<file path="config.mk">
export PLATFORM = sky130hd
export DESIGN_NAME = kyp_scan_ctrl
export DESIGN_NICKNAME = d
export VERILOG_FILES = /design/src/rtl/kyp_scan_ctrl.sv
export SDC_FILE = /design/constraint.sdc
export NUM_CORES = 1
export LEC_CHECK = 0
export BUFFER_PORTS_ARGS = -buffer_cell sky130_fd_sc_hd__buf_2
export CAP_MARGIN = 20
export CORE_ASPECT_RATIO = 0.75
export CORE_MARGIN = 4
export CORE_UTILIZATION = 60
export DETAILED_ROUTE_END_ITERATION = 10
export GPL_TIMING_DRIVEN = 0
export PLACE_DENSITY = 0.89
export SLEW_MARGIN = 20
export SYNTH_ARGS = -nofsm -noshare
export SYNTH_HDL_FRONTEND = slang
export SYNTH_SLANG_ARGS = --single-unit
</file>
<file path="constraint.sdc">
create_clock -name clk -period 3.68 [get_ports clk]
set_input_delay 0.368 -clock clk [delete_from_list [all_inputs] [get_ports clk]]
set_output_delay 0.368 -clock clk [all_outputs]
set_load 0.02 [all_outputs]
</file>
<file path="src/rtl/kyp_scan_ctrl.sv">
// PmodKYP 4x4 keypad scanner: column drive, row sampling,
// frame-based debounce and one-shot key code delivery.
module kyp_scan_ctrl #(
    parameter int SCAN_DIV        = 1000,
    parameter int DEBOUNCE_FRAMES = 4
) (
    input  logic       clk,
    input  logic       sys_rst,
    input  logic [3:0] row_n,
    output logic [3:0] col_n,
    output logic [3:0] key_code,
    output logic       key_valid,
    output logic       key_held
);

    localparam int CW = (SCAN_DIV > 1) ? $clog2(SCAN_DIV) : 1;
    localparam int DW = $clog2(DEBOUNCE_FRAMES + 1);
    localparam logic [CW-1:0] DWELL_LAST = CW'(SCAN_DIV - 1);
    localparam logic [CW-1:0] DWELL_ONE  = CW'(1);
    localparam logic [DW-1:0] DCNT_LAST  = DW'(DEBOUNCE_FRAMES - 1);
    localparam logic [DW-1:0] DCNT_ONE   = DW'(1);

    typedef enum logic [1:0] {IDLE, PRESS, HELD, RELEASE} state_e;

    logic [3:0]    row_s1_q, row_s2_q;
    logic [CW-1:0] dwell_q, dwell_d;
    logic [3:0]    col_q, col_d;
    logic [1:0]    cidx_q, cidx_d;
    logic          f_any_q, f_any_d;
    logic          f_multi_q, f_multi_d;
    logic [3:0]    f_code_q, f_code_d;
    state_e        state_q, state_d;
    logic [DW-1:0] dcnt_q, dcnt_d;
    logic [3:0]    cand_q, cand_d;
    logic [3:0]    key_code_q, key_code_d;
    logic          key_valid_q, key_valid_d;
    logic          key_held_q, key_held_d;

    logic [3:0] low;
    logic [2:0] nlow;
    logic [1:0] ridx;
    logic       sample, frame_end;
    logic       s_any, s_multi, one, none;
    logic [3:0] s_code;

    function automatic logic [3:0] key_map(input logic [1:0] c,
                                           input logic [1:0] r);
        logic [3:0] k;
        case ({c, r})
            4'h0: k = 4'h1;
            4'h1: k = 4'h4;
            4'h2: k = 4'h7;
            4'h3: k = 4'h0;
            4'h4: k = 4'h2;
            4'h5: k = 4'h5;
            4'h6: k = 4'h8;
            4'h7: k = 4'hF;
            4'h8: k = 4'h3;
            4'h9: k = 4'h6;
            4'hA: k = 4'h9;
            4'hB: k = 4'hE;
            4'hC: k = 4'hA;
            4'hD: k = 4'hB;
            4'hE: k = 4'hC;
            default: k = 4'hD;
        endcase
        return k;
    endfunction

    always_comb begin
        low  = ~row_s2_q;
        nlow = {2'b00, low[0]} + {2'b00, low[1]}
             + {2'b00, low[2]} + {2'b00, low[3]};
        ridx = 2'd0;
        if (low[3])      ridx = 2'd0;
        else if (low[2]) ridx = 2'd1;
        else if (low[1]) ridx = 2'd2;
        else if (low[0]) ridx = 2'd3;

        sample    = (dwell_q == DWELL_LAST);
        frame_end = sample && (cidx_q == 2'd3);

        // accumulator view including the sample taken this cycle
        s_any   = f_any_q;
        s_multi = f_multi_q;
        s_code  = f_code_q;
        if (nlow > 3'd1) begin
            s_multi = 1'b1;
        end else if (nlow == 3'd1) begin
            if (f_any_q) s_multi = 1'b1;
            s_any  = 1'b1;
            s_code = key_map(cidx_q, ridx);
        end
        one  = s_any && !s_multi;
        none = !s_any && !s_multi;

        dwell_d     = dwell_q + DWELL_ONE;
        col_d       = col_q;
        cidx_d      = cidx_q;
        f_any_d     = f_any_q;
        f_multi_d   = f_multi_q;
        f_code_d    = f_code_q;
        state_d     = state_q;
        dcnt_d      = dcnt_q;
        cand_d      = cand_q;
        key_code_d  = key_code_q;
        key_valid_d = 1'b0;
        key_held_d  = key_held_q;

        if (sample) begin
            dwell_d   = '0;
            col_d     = {col_q[0], col_q[3:1]};
            cidx_d    = cidx_q + 2'd1;
            f_any_d   = s_any;
            f_multi_d = s_multi;
            f_code_d  = s_code;
        end

        if (frame_end) begin
            f_any_d   = 1'b0;
            f_multi_d = 1'b0;
            f_code_d  = 4'h0;
            unique case (state_q)
                IDLE: begin
                    if (one) begin
                        if (DEBOUNCE_FRAMES == 1) begin
                            state_d     = HELD;
                            cand_d      = s_code;
                            key_code_d  = s_code;
                            key_valid_d = 1'b1;
                            key_held_d  = 1'b1;
                            dcnt_d      = '0;
                        end else begin
                            state_d = PRESS;
                            cand_d  = s_code;
                            dcnt_d  = DCNT_ONE;
                        end
                    end
                end
                PRESS: begin
                    if (!one) begin
                        state_d = IDLE;
                        dcnt_d  = '0;
                    end else if (s_code != cand_q) begin
                        cand_d = s_code;
                        dcnt_d = DCNT_ONE;
                    end else if (dcnt_q == DCNT_LAST) begin
                        state_d     = HELD;
                        key_code_d  = cand_q;
                        key_valid_d = 1'b1;
                        key_held_d  = 1'b1;
                        dcnt_d      = '0;
                    end else begin
                        dcnt_d = dcnt_q + DCNT_ONE;
                    end
                end
                HELD: begin
                    if (none) begin
                        if (DEBOUNCE_FRAMES == 1) begin
                            state_d    = IDLE;
                            key_held_d = 1'b0;
                            dcnt_d     = '0;
                        end else begin
                            state_d = RELEASE;
                            dcnt_d  = DCNT_ONE;
                        end
                    end
                end
                RELEASE: begin
                    if (!none) begin
                        state_d = HELD;
                        dcnt_d  = '0;
                    end else if (dcnt_q == DCNT_LAST) begin
                        state_d    = IDLE;
                        key_held_d = 1'b0;
                        dcnt_d     = '0;
                    end else begin
                        dcnt_d = dcnt_q + DCNT_ONE;
                    end
                end
            endcase
        end
    end

    always_ff @(posedge clk or posedge sys_rst) begin
        if (sys_rst) begin
            row_s1_q    <= 4'hF;
            row_s2_q    <= 4'hF;
            dwell_q     <= '0;
            col_q       <= 4'b0111;
            cidx_q      <= 2'd0;
            f_any_q     <= 1'b0;
            f_multi_q   <= 1'b0;
            f_code_q    <= 4'h0;
            state_q     <= IDLE;
            dcnt_q      <= '0;
            cand_q      <= 4'h0;
            key_code_q  <= 4'h0;
            key_valid_q <= 1'b0;
            key_held_q  <= 1'b0;
        end else begin
            row_s1_q    <= row_n;
            row_s2_q    <= row_s1_q;
            dwell_q     <= dwell_d;
            col_q       <= col_d;
            cidx_q      <= cidx_d;
            f_any_q     <= f_any_d;
            f_multi_q   <= f_multi_d;
            f_code_q    <= f_code_d;
            state_q     <= state_d;
            dcnt_q      <= dcnt_d;
            cand_q      <= cand_d;
            key_code_q  <= key_code_d;
            key_valid_q <= key_valid_d;
            key_held_q  <= key_held_d;
        end
    end

    assign col_n     = col_q;
    assign key_code  = key_code_q;
    assign key_valid = key_valid_q;
    assign key_held  = key_held_q;

endmodule

</file>
==> results of run 1 <==
[per-stage QoR]
stage	total power [uW]	cells	worst slack (ns)	hold WS, ns
final	912	306	0.285	0.160
after global routing	956	306	0.0568	0.146
after CTS	917	306	0.213	0.151
after detailed placement	595	297	0.245	0.314
after global placement	590	296	0.271	0.346
after floorplan	576	229	0.539	0.345
[cells in the final DEF (no fill, tap or decap), types with 2 or more instances in the layout]
cell	Yosys	final
inv_1	11	10
a21oi_1	10	10
o31ai_1	3	3
and2_1	2	2
a32oi_1	2	2
clkbuf_1	2	2
mux2_4	4	4
clkbuf_8	0	6
a31oi_1	3	3
nor2b_1	5	5
xnor2_1	7	7
mux2_2	4	4
nor2_1	24	24
mux2i_1	4	4
dfrtp_1	34	34
buf_2	2	17
ha_1	10	10
dfstp_2	11	11
xor2_1	8	8
buf_6	2	2
nand2b_1	5	5
nand3b_1	2	2
nor3_1	2	2
nand2_1	29	28
nand3_1	11	11
a22o_1	3	3
[layout make-up]
class | instances | area [um^2]
Buffer | 6 | 40.0
Timing Repair Buffer | 17 | 105
Inverter | 11 | 41.3
Multi-Input combinational cell | 167 | 1230
Sequential cell | 45 | 1140
Tap cell | 52 | 65.1
Clock inverter | 2 | 13.8
Clock buffer | 6 | 82.6
Fill cell | 269 | 1060
[registers in the layout, summed over array words and instances (netlist names)]
signal     flops
key_valid      1
row_s2_q       4
key_held       1
cand_q         4
row_s1_q       4
dcnt_q         3
f_any_q        1
dwell_q       10
state_q        2
col_n          4
f_multi_q      1
f_code_q       4
key_code       4
cidx_q         2
[cell usage after synthesis, drive strengths merged (3+ instances only)]
library cell  instances  area, um^2
dfrtp                34         851
nand2                30         120
nor2                 25         101
nand3                12        72.6
a21oi                11        58.8
dfstp                11         289
inv                  11        41.3
ha                   10         125
mux2                  8         105
xor2                  8        70.1
xnor2                 7        61.3
nand2b                5        31.3
nor2b                 5        31.3
buf                   4        32.5
mux2i                 4        40.0
a22o                  3        26.3
a31oi                 3        18.8
o31ai                 3        22.5
[what timing repair did]
action                                  4_1_cts  5_1_grt
hold buffers                                  1        0
endpoints found under the setup margin        0        1
setup buffers                                 0        0
endpoints found under the hold margin         6        0
gates resized for setup                       0        3
[kinds of logic (layout without fill, tap and decap cells)]
logic type                 count (synthesis)  after routing
buffers and inverters                     17             42
DFF                                       45             45
AOI/OAI and AO/OA                         37             37
adders and majority gates                 12             12
and+or+nand+nor                           91             91
xor gates and xnor gates                  15             15
muxes                                     12             12
[routing by layer]
metal  share of wire  global-route usage  vias to the layer above
li1                -                   -                      840
met1            0.49               0.260                      837
met2            0.44               0.279                       41
met3           0.052              0.0499                        8
met4           0.019              0.0823                        0
met5               0                   0                        -
[report_power, final]
group / switching (uW) / internal [uW]
Combinational: 50.9 / 34.1
Clock: 170 / 152
Sequential: 3.26 / 502
[how the worst max path moves through the flow]
| stage | to | cells after the start | start |
|---|---|---|---|
| global route | state_q[1] | 13 | row_s2_q[1] |
| floorplan | cand_q[1] | 13 | row_s2_q[3] |
| CTS | state_q[1] | 13 | row_s2_q[3] |
| global placement | state_q[1] | 13 | row_s2_q[3] |
| finish | cand_q[2] | 13 | row_s2_q[3] |
| detailed placement | state_q[1] | 13 | row_s2_q[3] |
[worst max-delay path: stages, from the launching register on]
cell      delay, ns
dfstp_2        0.58
fa_1           0.41
inv_1          0.07
ha_1           0.16
inv_1          0.05
ha_1           0.31
nor3b_4        0.27
and2_1         0.16
buf_2          0.17
buf_6          0.16
nand3b_1       0.12
a22oi_4        0.33
a41oi_2        0.19
mux2_2         0.31
==> results.toml, run 1 <==
[synthesis]
synth_compound_area_frac = 0.122
netlist_instances = 229
ys_seq_elements = 45
synthesis.nets = 246
synth_flop_cell = "dfrtp_1"
ys_warn_count = 0
yosysSeqAreaShare = 0.469
ys_types = 53
avgSynthCellArea_um2 = 10.6
synth_top_family_by_area = "simple AND/OR/NAND/NOR gates"
synth_adder_area_share = 0.0643
synth_xor_xnor_area_share = 0.0540
yosys.area_share.simple = 0.198
muxShareOfSynthArea = 0.0597
synth_area_um2 = 2430
async_flop_share = 1.00
synth_edf_count = 0

[drt]
detail-route-antenna-nets = 0
drc = 0
drt_first_pass_iters = 5
drt_iter0_markers = 145
drt_wl_total_mm = 4.23
via_per_inst = 5.64
wire_per_inst_um = 13.8
vias = 1726

[critical_path]
endpoint_kind = "flop"
ff2ff_path_depth = 13
worstPathMaxFanout = 10
arrival_ns = 3.60
cp.required_ns = 3.88
start_kind = "flop"
r2r_slack_ns = 0.29
crit_type = "reg2reg"
regToRegEndpoint = "cand_q[2]"
crit-reg2reg-launch = "row_s2_q[3]"

[clock_network]
cts_buffer_depth = 2
clk_pin_slew_worst_paths_ns = 0.09
clock_latency_ns = 0.31
cts-root-buf = "clkbuf_8"
cts_tree = "done"
cts_num_sinks = 45
cts_buffers = 5
htreeDepth = 2

[die]
core_area_um2 = 3780
row_count = 19
die_w_um = 81.5
start_util = 0.643
ios = 16
die_h_um = 63.1
die_area_um2 = 5150

[placed_design]
portBuffers = 15
gp_congestion = 0.887
place_area_um2 = 2590
dp_hpwl_mm = 3.05

[grt]
grt_pass1_wl_mm = 7.49
grtUsageTotal = 0.189
antenna_found_initial = 0
grt_overflow = 0
grt_max_degree = 35
first_global_vias = 1661

[sta]
slew_headroom = 0.605
tightest_slew_ns = 0.589
finalSetupViolations = 0
fmax_mhz = 295
fin_skew_ns = 0.0127
finalSetupTns_ns = 0
hold_viol_final = 0
rsz0062_at_grt = "no"
period_minus_slack_ns = 3.39
finalCritPeriodShare = 0.922
report.final.slew_viol_count = 0

[final_layout]
postLayoutCellArea_um2 = 2720
drive_above_1_share = 0.248
syn_to_final_growth_pct = 11.6
antenna-diode-count = 0
fin_util = 0.718
finalNetCount = 270

[power_and_ir_drop]
p_leak_uw = 0.00133
power.density_nw_per_um2 = 336
peakVddDrop_v = 0.000226

[hold_path]
hold_depth = 1
whs_endpoint = "row_s1_q[0]"
min_path_type = "in2reg"
min_from = "row_n[0]"

[run_status]
status = "finished clean"

[run]
drv_cap = 0
Power figures use the tool's default switching activity.
==> inputs of run 2 (changes only) <==
Settings changed: CELL_PAD_IN_SITES_DETAIL_PLACEMENT from default to 1, CELL_PAD_IN_SITES_GLOBAL_PLACEMENT from default to 2, CORE_UTILIZATION 60 to 40.
==> run 2 against run 1 <==
  * Clock skew increased by 0.0030 ns
  * Worst setup slack got worse by 0.089 ns
  * Register-to-register slack lost 0.09 ns
  * Hold slack worse by 0.011 ns
  * Sequential share of layout area down 0.40 points
  * Sequential power hardly changed
  * Global-route usage decreased by 4.2 points
  * Power increased by 0.58%
  * Critical path depth unchanged
==> results.toml, run 2 (synthesis gave the netlist of run 1 again) <==
[placed_design]
pre_cts_ws_ns = 0.0847
gp_congestion = 0.753
dp_hpwl_mm = 3.73
portBuffers = 15

[critical_path]
start_kind = "flop"
crit_type = "reg2reg"
endpoint_kind = "flop"
cp.required_ns = 3.89
r2r_slack_ns = 0.20
worstPathMaxFanout = 6
arrival_ns = 3.70

[sta]
finalCritPeriodShare = 0.947
hold_viol_final = 0
fin_ws_ns = 0.196
period_minus_slack_ns = 3.48
fin_skew_ns = 0.0157
finalSetupTns_ns = 0
tightest_slew_ns = 0.602
fmax_mhz = 287
rsz0062_at_grt = "no"
whs_ns = 0.149
finalSetupViolations = 0
slew_headroom = 0.597
report.final.slew_viol_count = 0

[power_and_ir_drop]
peakVddDrop_v = 0.000166
power.density_nw_per_um2 = 335
total_power_uw = 918
p_leak_uw = 0.00133

[clock_network]
cts_tree = "done"
cts-root-buf = "clkbuf_8"
cts_num_sinks = 45
clock_latency_ns = 0.32
clk_pin_slew_worst_paths_ns = 0.10
cts_setup_buffers = 0
htreeDepth = 2
cts_buffers = 5
cts_buffer_depth = 2

[final_layout]
antenna-diode-count = 0
final_cell_mix = "dfrtp_1 (34), nand2_1 (28), nor2_1 (24)"
fin_util = 0.468
final_common_cell = "dfrtp_1"
drive_above_1_share = 0.248
syn_to_final_growth_pct = 12.7
fillerInstances = 661
regMostFlops = "dwell_q"
largest_reg_flops = 10
finalNetCount = 270

[drt]
vias = 1694
drc = 0
detail-route-antenna-nets = 0
drt_iter0_markers = 32
wire_per_inst_um = 15.2
drt_wl_total_mm = 5.04
drt_first_pass_iters = 4
via_per_inst = 5.10

[die]
ios = 16
die_h_um = 75.5
core_area_um2 = 5860
die_area_um2 = 7410
die_w_um = 98.0
row_count = 24
start_util = 0.415

[grt]
grt_pass1_wl_mm = 8.49
grt_max_degree = 34
antenna_found_initial = 0
first_global_vias = 1758
grtUsageTotal = 0.148
grt_overflow = 0

[run_status]
status = "finished clean"

[hold_path]
min_path_type = "in2reg"

[run]
drv_cap = 0
run 2: layer usage:
metal | up-vias | part of all wire | track usage
li1 | 841 | - | -
met1 | 819 | 0.51 | 0.200
met2 | 26 | 0.43 | 0.226
met3 | 8 | 0.037 | 0.0357
met4 | 0 | 0.021 | 0.0707
met5 | - | 0 | 0
run 2: final cells by class:
class / instances / area [um^2] / area share
tap: 78 / 97.6 / 0.0356
buffer: 6 / 40.0 / 0.0146
sequential: 45 / 1140 / 0.416
clock buffer: 5 / 68.8 / 0.0251
clock inverter: 3 / 21.3 / 0.00776
timing repair buffer: 17 / 105 / 0.0383
multi-input combinational: 167 / 1230 / 0.448
inverter: 11 / 41.3 / 0.0151
run 2: timing repair:
action / CTS / global route
setup endpoints to repair: 0 / 5
hold endpoints to repair: 7 / 0
hold buffers: 1 / 0
resized for setup: 0 / 3
run 2: metrics by stage:
stage,std cells,cell area (um^2)
2_1_floorplan,229,2430
3_3_place_gp,322,2610
3_5_place_dp,323,2630
4_1_cts,332,2730
5_1_grt,332,2740
6_report,332,2740
run 2: worst max-delay path, stage by stage, from the launching register on:
cell     delay (ns)
dfstp_2        0.59
fa_1           0.42
inv_1          0.07
ha_1           0.17
inv_1          0.05
ha_1           0.30
nor3b_4        0.29
and2_1         0.17
buf_2          0.17
nor3_1         0.09
a21oi_1        0.25
a22oi_4        0.17
a41oi_2        0.27
mux2_2         0.36
run 2: path summary, 6_finish.rpt:
path                                   from     endpoint  depth (start not counted)
worst max-delay path            row_s2_q[3]    cand_q[1]                         13
worst min-delay path               row_n[3]  row_s1_q[3]                          1
worst max register to register  row_s2_q[3]    cand_q[1]                         13
worst min register to register  row_s1_q[0]  row_s2_q[0]                          0
max in group asynchronous           sys_rst  row_s2_q[2]                          4
min in group asynchronous           sys_rst      f_any_q                          3
run 2: where the power goes:
group | internal [uW] | leakage (uW) | switching [uW]
registers | 502 | 0.000576 | 3.42
clock network | 135 | 0.0000445 | 189
logic | 34.5 | 0.000707 | 53.7
